==> src/rtl/mult_seq_pkg.sv <==
// Shared definitions for the sequential shift-add multiplier.
package mult_seq_pkg;

    localparam int MULT_WIDTH = 16;

    typedef enum logic [1:0] {
        ST_IDLE = 2'd0,
        ST_RUN  = 2'd1,
        ST_DONE = 2'd2
    } state_t;

endpackage

==> src/rtl/mult_seq_cla_n.sv <==
// WIDTH-bit adder built from chained 4-bit carry-lookahead slices.
module cla_n #(
    parameter int WIDTH = 16
) (
    input  logic [WIDTH-1:0] A,
    input  logic [WIDTH-1:0] B,
    input  logic             Cin,
    output logic [WIDTH-1:0] S,
    output logic             Cout
);

    localparam int N = WIDTH / 4;

    logic [N:0] w_c;

    assign w_c[0] = Cin;
    assign Cout   = w_c[N];

    for (genvar i = 0; i < N; i++) begin : g_slice
        logic [3:0] w_p;
        logic [3:0] w_g;
        logic [4:0] w_cc;

        assign w_p = A[4*i +: 4] ^ B[4*i +: 4];
        assign w_g = A[4*i +: 4] & B[4*i +: 4];

        assign w_cc[0] = w_c[i];
        assign w_cc[1] = w_g[0]
                       | (w_p[0] & w_cc[0]);
        assign w_cc[2] = w_g[1]
                       | (w_p[1] & w_g[0])
                       | (w_p[1] & w_p[0] & w_cc[0]);
        assign w_cc[3] = w_g[2]
                       | (w_p[2] & w_g[1])
                       | (w_p[2] & w_p[1] & w_g[0])
                       | (w_p[2] & w_p[1] & w_p[0] & w_cc[0]);
        assign w_cc[4] = w_g[3]
                       | (w_p[3] & w_g[2])
                       | (w_p[3] & w_p[2] & w_g[1])
                       | (w_p[3] & w_p[2] & w_p[1] & w_g[0])
                       | (w_p[3] & w_p[2] & w_p[1] & w_p[0] & w_cc[0]);

        assign S[4*i +: 4] = w_p ^ w_cc[3:0];
        assign w_c[i+1]    = w_cc[4];
    end

endmodule

==> src/rtl/mult_seq.sv <==
// Multi-cycle unsigned shift-add multiplier with start/busy/done handshake.
import mult_seq_pkg::*;

module mult_seq #(
    parameter int WIDTH = MULT_WIDTH,
    parameter int CNTW  = 4
) (
    input  logic               clk,
    input  logic               rst,
    input  logic               start,
    input  logic [WIDTH-1:0]   a,
    input  logic [WIDTH-1:0]   b,
    output logic               busy,
    output logic               done,
    output logic [2*WIDTH-1:0] product
);

    localparam logic [CNTW-1:0] LAST = CNTW'(WIDTH - 1);

    state_t             r_state;
    state_t             w_state_nxt;
    logic [WIDTH-1:0]   r_acc;
    logic [WIDTH-1:0]   r_mq;
    logic [WIDTH-1:0]   r_mcand;
    logic [CNTW-1:0]    r_cnt;
    logic [2*WIDTH-1:0] r_product;

    logic               w_load;
    logic               w_step;
    logic               w_last;
    logic [WIDTH-1:0]   w_sum;
    logic               w_cout;
    logic [WIDTH-1:0]   w_acc_nxt;
    logic [WIDTH-1:0]   w_mq_nxt;

    cla_n #(.WIDTH(WIDTH)) u_cla (
        .A    (r_acc),
        .B    (r_mcand),
        .Cin  (1'b0),
        .S    (w_sum),
        .Cout (w_cout)
    );

    // Adder carry-out becomes the shift-in bit, so nothing is lost.
    always_comb begin
        w_acc_nxt = {1'b0, r_acc[WIDTH-1:1]};
        w_mq_nxt  = {r_acc[0], r_mq[WIDTH-1:1]};
        if (r_mq[0]) begin
            w_acc_nxt = {w_cout, w_sum[WIDTH-1:1]};
            w_mq_nxt  = {w_sum[0], r_mq[WIDTH-1:1]};
        end
    end

    always_comb begin
        w_state_nxt = r_state;
        w_load      = 1'b0;
        w_step      = 1'b0;
        w_last      = 1'b0;
        unique case (r_state)
            ST_IDLE, ST_DONE: begin
                if (start) begin
                    w_state_nxt = ST_RUN;
                    w_load      = 1'b1;
                end else begin
                    w_state_nxt = ST_IDLE;
                end
            end
            ST_RUN: begin
                w_step = 1'b1;
                if (r_cnt == LAST) begin
                    w_last      = 1'b1;
                    w_state_nxt = ST_DONE;
                end
            end
            default: w_state_nxt = ST_IDLE;
        endcase
    end

    always_ff @(posedge clk) begin
        if (rst) begin
            r_state <= ST_IDLE;
        end else begin
            r_state <= w_state_nxt;
        end
    end

    always_ff @(posedge clk) begin
        if (rst) begin
            r_acc     <= '0;
            r_mq      <= '0;
            r_mcand   <= '0;
            r_cnt     <= '0;
            r_product <= '0;
        end else if (w_load) begin
            r_acc   <= '0;
            r_mq    <= b;
            r_mcand <= a;
            r_cnt   <= '0;
        end else if (w_step) begin
            r_acc <= w_acc_nxt;
            r_mq  <= w_mq_nxt;
            r_cnt <= r_cnt + CNTW'(1);
            if (w_last) begin
                r_product <= {w_acc_nxt, w_mq_nxt};
            end
        end
    end

    assign busy    = (r_state == ST_RUN);
    assign done    = (r_state == ST_DONE);
    assign product = r_product;

endmodule

==> config.mk <==
export PLATFORM = sky130hd
export DESIGN_NAME = mult_seq
export DESIGN_NICKNAME = d
export VERILOG_FILES = /design/src/rtl/mult_seq_pkg.sv /design/src/rtl/mult_seq_cla_n.sv /design/src/rtl/mult_seq.sv
export SDC_FILE = /design/constraint.sdc
export NUM_CORES = 1
export LEC_CHECK = 0
export CAP_MARGIN = 20
export CELL_PAD_IN_SITES_DETAIL_PLACEMENT = 1
export CELL_PAD_IN_SITES_GLOBAL_PLACEMENT = 2
export CORE_MARGIN = 5
export CORE_UTILIZATION = 31
export DETAILED_ROUTE_END_ITERATION = 10
export PLACE_DENSITY_LB_ADDON = 0.15
export SYNTH_ARGS = -nofsm -noshare
export SYNTH_HDL_FRONTEND = slang
export SYNTH_SLANG_ARGS = --single-unit
==> constraint.sdc <==
create_clock -name clk -period 3 [get_ports clk]
set_input_delay 0.45 -clock clk [delete_from_list [all_inputs] [get_ports clk]]
set_output_delay 0.45 -clock clk [all_outputs]
set_load 0.01 [all_outputs]
# Word level (Yosys, flattened, before mapping)

Cells that the tools add are included.

Register bits: 86
Logic and storage cells: 134
Memory bits (writable): 0
Memory bits (read-only): 0
Output and inout port bits: 34
Memories: 0
Input port bits: 35
Latch bits: 0

$lt $le $gt $ge: 0
Shifts and indexed selects: 0
$add $sub $neg: 1
Multiplexer cells: 12
Multiply operators: 0
Bitwise gates (word level): 106
Divide/modulo/power cells: 0
Reductions and logical operators: 5
Equal/unequal tests: 4

Operators by type and width:

| cell                                                 | number |
|---|---|
| two-way mux 16 bit                                   | 4 |
| AND 1 bit                                            | 57 |
| bitwise OR 1 bit                                     | 36 |
| bitwise XOR 4 bit                                    | 8 |
| AND 4 bit                                            | 4 |
| two-way mux 1 bit                                    | 6 |
| adder 4 x 1 -> 4 bit (second input constant)         | 1 |
| equality test 4 bit (second input constant)          | 1 |
| one-hot mux 2 bit (2 select lines)                   | 1 |
| OR reduction 2 bit                                   | 2 |
| AND reduction 3 bit                                  | 1 |
| equality test 2 x 1 -> 1 bit (second input constant) | 1 |
| equality test 2 bit (second input constant)          | 1 |
| logical NOT 2 bit                                    | 1 |
| two-way mux 2 bit                                    | 1 |
| != test 2 x 1 -> 1 bit (second input constant)       | 1 |
| nonzero test 2 bit                                   | 1 |
| NOT 1 bit                                            | 1 |

# Depth between registers and ports, before layout

Gate-level depths: netlist of run 1.

Depth in word-level cells: 13
Gate-level depth with buffers: 11
Mapped depth without buffers: 10

# Modules after synthesis

A second synthesis of run 1 with hierarchy kept.

Cell total of the unflattened synthesis: 474
Area total of the unflattened synthesis: 4120.2 µm²

By module, submodules not included:

| module   | cells each | area each (µm²) | times used | seq. area each (µm²) |
|---|---|---|---|---|
| mult_seq | 376        | 3333.2          | 1          | 1721.7 |
| cla_n    | 98         | 787.0           | 1          | 0.0 |

# Worst setup path after synthesis of run 1

No wires, ideal clock.

Path type: reg2reg
From: register r_acc[2]
To: register r_acc[12]
Library setup time: 0.070 ns
Stages on the path, launching flop included: 11
Arrival time: 2.146 ns
Buffers on the path: 0
Setup slack: 0.784 ns
Required time: 2.930 ns
Period minus slack after synthesis: 2.216 ns
Cells stage by stage: dfxtp_1 -> ha_1 -> a21oi_1 -> a211oi_2 -> nor2_1 -> o21ai_2 -> fa_1 -> xnor2_1 -> a21oi_1 -> nand2_1 -> a21oi_1

Word-level cells in the longest chain between the ends: 13
Elaborated cells between the ends (all ways): 18
Classes of those cells: mux (1); bitwise (17)

RTL lines:

| item                                           | RTL line                                                         | text |
|---|---|---|
| from (decl)                                    | mult_seq.sv:22                                                   | `logic [WIDTH-1:0] r_acc;` |
| from (signal assigned)                         | mult_seq.sv:100                                                  | `r_acc <= w_acc_nxt;` |
| AND 4 bit or bitwise XOR 4 bit (tied branches) | mult_seq_cla_n.sv:25, mult_seq_cla_n.sv:24                       |  |
| AND 1 bit, on equally long branches            | mult_seq_cla_n.sv:38, mult_seq_cla_n.sv:39, mult_seq_cla_n.sv:40 |  |
| bitwise OR 1 bit, or another cell as far along | mult_seq_cla_n.sv:38                                             | `\| (w_p[3] & w_g[2])` |
| bitwise OR 1 bit or AND 1 bit (tied branches)  | mult_seq_cla_n.sv:39, mult_seq_cla_n.sv:40                       |  |
| bitwise OR 1 bit (*)                           | mult_seq_cla_n.sv:40                                             | `\| (w_p[3] & w_p[2] & w_p[1] & w_g[0])` |
| AND 1 bit (*)                                  | mult_seq_cla_n.sv:41                                             | `\| (w_p[3] & w_p[2] & w_p[1] & w_p[0] & w_cc[0]);` |
| bitwise OR 1 bit (*)                           | mult_seq_cla_n.sv:41                                             |  |
| AND 1 bit (*)                                  | mult_seq_cla_n.sv:41                                             |  |
| bitwise OR 1 bit (*)                           | mult_seq_cla_n.sv:41                                             |  |
| AND 1 bit (*)                                  | mult_seq_cla_n.sv:29                                             | `\| (w_p[0] & w_cc[0]);` |
| bitwise OR 1 bit (*)                           | mult_seq_cla_n.sv:29                                             |  |
| bitwise XOR 4 bit (*)                          | mult_seq_cla_n.sv:43                                             | `assign S[4*i +: 4] = w_p ^ w_cc[3:0];` |
| two-way mux 16 bit (*)                         | mult_seq.sv:48                                                   | `if (r_mq[0]) begin` |

Mark *: on every way between the ends. The rest lies on a longest branch, timed or not.
A chain may end at the register's enable or synchronous reset.

# Final worst setup path of run 1

From: register r_acc[7]
To: register r_product[28], in the netlist product[28]

Word-level cells in the longest chain between the ends: 12
Elaborated cells between the ends (all ways): 19
Classes of those cells: mux (1); bitwise (18)

RTL lines:

| item                                           | RTL line                                   | text |
|---|---|---|
| bitwise XOR 4 bit                              | mult_seq_cla_n.sv:24                       | `assign w_p = A[4*i +: 4] ^ B[4*i +: 4];` |
| AND 1 bit, on equally long branches            | n/a                                        |  |
| bitwise OR 1 bit, or another cell as far along | mult_seq_cla_n.sv:38                       |  |
| bitwise OR 1 bit, or another cell as far along | mult_seq_cla_n.sv:39                       | `\| (w_p[3] & w_p[2] & w_g[1])` |
| bitwise OR 1 bit or AND 1 bit (tied branches)  | mult_seq_cla_n.sv:40, mult_seq_cla_n.sv:41 |  |
| bitwise OR 1 bit (*)                           | mult_seq_cla_n.sv:41                       |  |
| AND 1 bit (*)                                  | mult_seq_cla_n.sv:41                       |  |
| bitwise OR 1 bit (*)                           | mult_seq_cla_n.sv:41                       |  |
| AND 1 bit (*)                                  | mult_seq_cla_n.sv:29                       |  |
| bitwise OR 1 bit (*)                           | mult_seq_cla_n.sv:29                       |  |
| bitwise XOR 4 bit (*)                          | mult_seq_cla_n.sv:43                       |  |
| two-way mux 16 bit (*)                         | mult_seq.sv:48                             |  |
| to (signal assigned)                           | mult_seq.sv:104                            | `r_product <= {w_acc_nxt, w_mq_nxt};` |
| to (decl)                                      | mult_seq.sv:26                             | `logic [2*WIDTH-1:0] r_product;` |

Marks and branches as above.

==> results of run 1 <==
through the flow:
stage	instances	setup WS, ns	cell area (um^2)	utilization [%]
finish	699	0.5023	5052	40.53
global route	699	0.3103	5052	40.53
CTS	699	0.5018	5052	40.53
detailed placement	685	0.5261	4765	38.22
global placement	685	0.5683	4765	38.22
floorplan	466	0.7835	3895	-
state kept, by name, summed over array words and instances, names as in the netlist:
name,cells
product,32
r_acc,16
r_mcand,16
r_mq,16
r_cnt,4
r_state,2
placed cells by master, fill, tap and decap left out, types with 7 or more instances in the layout:
cell	instances
clkbuf_16	9
a21oi_1	69
clkdlybuf4s50_1	67
xnor2_1	7
a21o_1	7
nor2_1	33
o21ai_0	7
nand2_1	103
ha_1	17
dfxtp_1	86
a211oi_1	12
a22oi_1	16
buf_4	13
mux2i_1	8
metal layers:
| layer | wire, um | track usage (%) | vias up |
|---|---|---|---|
| met5 | 0 | 0 | - |
| met4 | 145 | 5.038 | 0 |
| met3 | 345 | 4.039 | 9 |
| met2 | 5526 | 26.45 | 45 |
| met1 | 5705 | 21.29 | 1703 |
| li1 | - | - | 1740 |
worst reg2reg max path, delay by kind of cell, from the launching register on:
family	cells	cell delay (ns)
AND/OR/NAND/NOR	2	0.37
adder cells (fa/ha/maj)	2	0.79
flip-flops	1	0.34
AO/OA/AOI/OAI	5	0.78
XOR/XNOR	1	0.13
path summary, 6_finish.rpt:
path                               endpoint  slack, ns  depth (start not counted)
worst max-delay path            product[28]       0.50                         10
worst min register to register  product[14]       0.45                          2
worst max register to register  product[28]       0.50                         10
worst min-delay path            product[14]       0.45                          2
power by group:
part | switching [mW] | internal, mW | leakage (nW)
Combinational | 0.179 | 0.129 | 1.03
Sequential | 0.0339 | 1.18 | 0.699
Clock | 0.470 | 0.657 | 0.144
Total | 0.683 | 1.97 | 1.87
area by class of cell:
cell class,count,share of cell area [%]
Multi-Input combinational cell,343,40.44
Sequential cell,86,34.08
Timing Repair Buffer,81,15.30
Clock buffer,10,4.730
Tap cell,172,4.260
Clock inverter,4,0.9658
Inverter,3,0.2229
cells by family (layout without fill, tap and decap cells):
group	after synthesis	in the layout	share of synthesized area, %
adder cells (fa/ha/maj)	21	21	7.517
XOR/XNOR	12	12	2.698
AO/OA/AOI/OAI	134	134	21.84
flip-flops	86	86	44.20
multiplexers	9	9	2.345
buffers and inverters	37	98	3.598
AND/OR/NAND/NOR	167	167	17.80
==> summary.md, run 1 <==
The tools report the number of global-route vias before repair as 3569. Buffers added to address setup during post-CTS repair amount to 0. The insertion delay to the later sink of the worst-skew pair is 0.35 ns, and the number of hold-repair buffers added at the cts stage is 0. Together, buffers and inverters on the worst path number 0. In the final design database the tool counted 580 nets. The run gives 0 as the final-report max-slew violation count. The remaining design rule violation count was 0. The growth of design area from synthesis to finish is 29.71%, and the cell area after technology mapping is 3895 um^2. The detailed-router iteration count before antenna repair was 4. Number of filler instances in the final layout: 1470.

The worst clock skew on the final layout is 0.006132 ns, and the final count of negative-setup-slack endpoints is 0. At the pin with the least slew margin, the transition time is 0.7481 ns. The startpoint identified for the worst hold timing path is product[14]. After detailed routing, the average wire length per cell comes to 16.77 um. Cells with a size suffix above 1 make up 7.021% of the layout. In this run the critical register-to-register path is launched from r_acc[7].

Max-cap violations in this run came to 0. The worst setup path is launched from a flip-flop. After the first detailed-routing iteration, the DRC count stood at 139. The worst-case IR drop observed on VDD is 0.2133 mV. The synthesized net count was 522; the proportion of netlist area held by the largest area contributor was 44.20%.

The most used standard cell by instance count after synthesis is nand2_1. The origin of the worst setup path was r_acc[7]. The type of element capturing the critical path is a flip-flop.

The maximum fanout along the worst path is 7. The run finished with clean final reports. The die covers 14910 um^2. The HPWL after detailed placement is 7916 um. Cell occurring most often along the worst timing path: a21oi_1. For this run, the slowest stage of the critical path takes 0.41 ns. Area inside the core boundary: 12470 um^2. Class of the most critical setup path: flip-flop to flip-flop. The remaining global-route overflow is 0, and the number of vias in the routed layout is 3497.

The tools report the total wire length as 11720 um. The tools report the maximum clock rate as 400.4 MHz. The path type of the worst min-delay path is flip-flop to flip-flop. The final RePlAce weighted congestion came out at 0.7947. In the synthesized netlist, the cells that appear most often are nand2_1 (103), dfxtp_1 (86), a21oi_1 (69), nor2_1 (34), clkbuf_1 (26). The height of the chip came out at 122.1 um. Data on the critical path arrives at its endpoint at 2.77 ns. The tightest hold path in the finished design has a slack of 0.4528 ns.

The clock drives 86 sinks. The mean post-synth cell area works out to 8.358 um^2. The count of distinct cell types in the synthesized netlist is 43, and the number of storage elements in the synthesis netlist is 86. After synthesis, the cell types taking the most area are dfxtp_1 (44%), nand2_1 (9.9%), a21oi_1 (8.9%), ha_1 (5.5%), nor2_1 (3.3%). The signal on the critical path passes through ha_1 -> a21oi_1 -> o211ai_1 -> nor2_1 -> o21ai_2 -> fa_1 -> xnor2_1 -> a21oi_1 -> nand2_1 -> a21oi_1.

Overall power consumption after layout is estimated at 2.652 mW. Once detail routing completed, the nets flagged for antenna violations numbered 0. Entering global routing, the biggest net connects 68 pins. The time the final worst path needs with I/O delays and setup works out to 2.498 ns.

The Yosys step of the flow raised 0 warnings. Of all cell types, the one taking the most synthesized area is dfxtp_1. The total power per unit cell area was 524.9 nW/um^2; the flip-flop and latch area was 1722 um^2.

The clock tree synthesis step divided the H-tree into 3 levels. The final number of hold-violating endpoints is 0, and the total routing usage reported by global routing is 16.26%. For the number of antenna violations at the first check in global routing, the log shows 0. Clock-pin slew was measured on the worst setup and hold paths at 0.06 ns.

For the setup TNS, the log shows 0 ns. TritonCTS built the clock tree. For this run, asynchronously set or reset flops after synthesis account for 0%. The chip width was 122.1 um; the total CTS buffers was 9. On the critical path the largest part of the delay comes from adder cells. After clock tree synthesis, the repair step resized 0 gates. In this run, synthesis inferred 0 flip-flops with an integrated enable.

After detailed routing, the number of vias per cell comes to 5.003. In the finished design, the share of the clock period the worst path needs comes to 83.26%. The floorplan row count is 41. CTS placed an instance of clkbuf_16 at the clock tree root. On the critical path, the stage with the largest delay is an instance of ha_1. The tools report the count of inserted antenna diode cells as 0.

Setup repair after global routing left no endpoint under its margin. In this run the deepest clock path goes through 2 buffers. The tools report the wire length of the first global-routing pass as 18640 um.

The top flip-flop cell by instance count after synthesis was dfxtp_1. Data on the critical path is required at its endpoint by 3.28 ns. The worst slew slack as a fraction of its limit is 50.12%, and the initial core utilization is 31.25%. Summed over all cells, the static leakage comes to 1.871 nW. The cell count after synthesis was 466. For the multi-input logic area, the log shows 2043 um^2. For this design the top-level I/O count stands at 69. The port buffer count was 68; the portion of the post-synthesis area used by sequential elements was 44.20%.
Note: power is estimated with default switching activity, not from simulation.
==> inputs of run 2 (changes only) <==
==> constraint.sdc (replaced) <==
create_clock -name clk -period 2.5 [get_ports clk]
set_input_delay 0.375 -clock clk [delete_from_list [all_inputs] [get_ports clk]]
set_output_delay 0.375 -clock clk [all_outputs]
set_load 0.01 [all_outputs]
==> summary.md, run 2 (synthesis results as in run 1) <==
The run finished with clean final reports. The total number of H-tree levels was 3 (unchanged); the insertion delay to the later sink of the worst-skew pair was 0.34 ns (about the same). The total cell area at the placement stage was 4785 um^2 (+0.42%); the total CTS buffers was 9 (unchanged). The switching share of total power was 24.30% (-1.4 points); the time the final worst path needs with I/O delays and setup was 2.346 ns (-0.1514 ns). The count of inserted antenna diode cells is 0 (unchanged).

The setup TNS came out at 0 ns (unchanged). In the layout the commonest cells are nand2_1 (103), dfxtp_1 (85), clkdlybuf4s50_1 (67). The routed via count divided by cell count was 4.989 (-0.28%). The switching power was 0.8211 mW (+20%); the cell count of the worst reg-to-reg path was 10 (unchanged). The critical path data arrival time was 2.62 ns (-0.15 ns). The number of vias in the routed layout came out at 3502 (+0.14%). The remaining global-route overflow is 0 (unchanged). For the maximum clock rate, the log shows 426.2 MHz (+6.5%). The worst setup path is captured at a flip-flop.

For the final count of negative-setup-slack endpoints, the log shows 0 (unchanged). The startpoint identified for the worst hold timing path is rst. Number of flip-flops in the largest register: 32 (unchanged). Path type of the worst min-delay path: input pin to flip-flop. The maximum fanout along the worst path works out to 4 (-3). The minimum setup slack in the final design came out at 0.1537 ns (-0.3486 ns). The remaining design rule violation count is 0 (unchanged), and the final RePlAce weighted congestion is 0.8062 (+1.4%). The port buffer count came out at 68 (unchanged). Final routed wire length divided by cell count: 16.51 um (-1.6%). The worst-margin pin slew was 0.6294 ns (-0.1187 ns); the final instance count without filler cells was 702 (+0.43%).

In this run the critical register-to-register path is captured at r_acc[12]. The worst slew slack as a fraction of its limit came out at 58.04% (+7.9 points). The cell count of the worst hold path is 2 (unchanged), and the maximum resistive drop on vdd is 0.3108 mV (+46%). The run gives 2 (unchanged) as the number of buffers between clock root and the deepest sink. The initial core utilization was 31.25% (unchanged); the chip width was 122.1 um (unchanged).

The tools report the launch point of the worst reg-to-reg path as r_acc[4]. The number of antenna violations at the first check in global routing is 0 (unchanged), and the count of maximum capacitance violations is 0 (unchanged). Total power per unit cell area: 653.6 nW/um^2 (+25%).

The worst path required time is 2.77 ns (-0.51 ns). The clock transition at the registers of the reported paths was 0.06 ns (about the same); the final clock period utilization by the worst path was 93.85% (+11 points). The tools report the post-route total power as 3.379 mW (+27%).

The number of global-route vias before repair was 3626 (+1.6%). The class of the most critical setup path was flip-flop to flip-flop. The pre-CTS worst setup slack was 0.03042 ns (-0.4956 ns); the leakage power was 1.888 nW (+0.93%). The run gives 8008 um (+1.2%) as the placed wire-length estimate. The number of I/O pins was 69 (unchanged); the largest net degree at the start of global routing was 38 (-44%).

The tools report the worst clock skew on the final layout as 0.004806 ns (-0.001326 ns). The detailed-router iteration count before antenna repair is 4 (unchanged). Worst-case register-to-register setup slack: 0.15 ns (-0.35 ns). The worst hold path terminates at product[24]. The area of all placed cells without fillers was 5170 um^2 (+2.3%); the total wire length was 11590 um (-1.1%). The run gives 16.11% (-0.15 points) as the total routing usage reported by global routing. Leaving out fill and tap cells, the most frequent cell in the layout is nand2_1. The share of total power in sequential cells was 43.2% (-2.7 points). The height of the chip is 122.1 um (unchanged), and the violation count after the first detailed-route iteration is 114 (-18%).

The area enclosed by the die boundary is 14910 um^2 (unchanged). STA classifies the critical path startpoint as a flip-flop. Setup repair after global routing left no endpoint under its margin. The number of sinks handled by clock tree synthesis came out at 86 (unchanged). TritonCTS built the clock tree. The run gives 0 (unchanged) as the number of nets still failing antenna checks after routing. The logs give 18620 um (about the same) for the wire length of the first global-routing pass and 0 (unchanged) for the final number of hold-violating endpoints. The ratio of cells with drive above 1 in the final layout came out at 9.057% (+2.0 points).

The most critical setup path has its startpoint at r_acc[4]. The final-report max-slew violation count was 0 (unchanged). The clock share of power came out at 45.5% (+3.0 points). The placed instance count was 686 (+0.15%).

The floorplan row count is 41 (unchanged). The run gives 12470 um^2 (unchanged) as the area inside the core boundary. The combinational power share was 11.2% (-0.4 points); the growth of design area from synthesis to finish was 32.73%. The tools report the master cell of the clock root buffer as clkbuf_16. The logs give 581 (+0.17%) for the total number of nets in the final design and 2.558 mW (+30%) for the design internal power.
## run 2: cell count changes in the layout (fill, tap and decap cells not counted), moves of 2 or more
cell        previous run  this run
ha_4                   0         2
clkinvlp_4             0         2
ha_1                  17        14
a21oi_2                0         3
bufinv_16              1         3
a21oi_1               69        66
## run 2: area by class of cell
| class | instances | area, um^2 |
|---|---|---|
| inverter | 3 | 11.26 |
| multi-input combinational | 343 | 2088 |
| tap | 172 | 215.2 |
| timing repair buffer | 82 | 793.3 |
| fill | 1471 | 7296 |
| sequential | 86 | 1723 |
| clock buffer | 10 | 229.0 |
| clock inverter | 6 | 110.1 |
## run 2: worst max-delay path by stage
stage                       end  slack (ns)  depth (start not counted)
floorplan             r_acc[12]        0.28                         10
global placement      r_acc[12]        0.11                         10
detailed placement    r_acc[12]        0.03                         10
CTS                   r_acc[12]        0.07                         10
global route        product[28]       0.006                         10
finish                r_acc[12]        0.15                         10
## run 2: metrics by stage
stage	hold WS, ns	utilization [%]
global placement	0.4452	38.38
finish	0.4198	41.47
global route	0.4386	41.47
detailed placement	0.4500	38.38
floorplan	0.4400	-
CTS	0.4130	41.12
## run 2: timing repair
| item | CTS | global route |
|---|---|---|
| resized for setup | 1 | 8 |
| pin swaps | 0 | 2 |
| cloned | 0 | 0 |
| setup endpoints to repair | 2 | 10 |
| hold buffers | 0 | 0 |
| hold endpoints to repair | 0 | 0 |
| setup buffers | 0 | 0 |
## run 2: metal layers
layer,GRT usage [%],routed length [um],up-vias
li1,-,-,1745
met1,21.62,5538,1695
met2,25.97,5477,52
met3,3.435,433,10
met4,5.038,140,0
met5,0,0,-
## run 2: critical path: stages (launching register included)
cell	delay, ns
dfxtp_1	0.44
ha_4	0.26
a21oi_2	0.13
o211ai_1	0.15
nor2_2	0.24
o21ai_2	0.12
fa_1	0.40
xnor2_1	0.15
a21oi_1	0.19
nand2_1	0.08
a21oi_1	0.13
## run 2: power by group through the flow
stage / clock network (mW) / registers, mW / logic [mW]
after floorplan: 0 / 1.48 / 0.230
after global placement: 0 / 1.49 / 0.367
after detailed placement: 0 / 1.49 / 0.376
after CTS: 1.59 / 1.46 / 0.380
after global routing: 1.64 / 1.47 / 0.424
final: 1.54 / 1.46 / 0.380
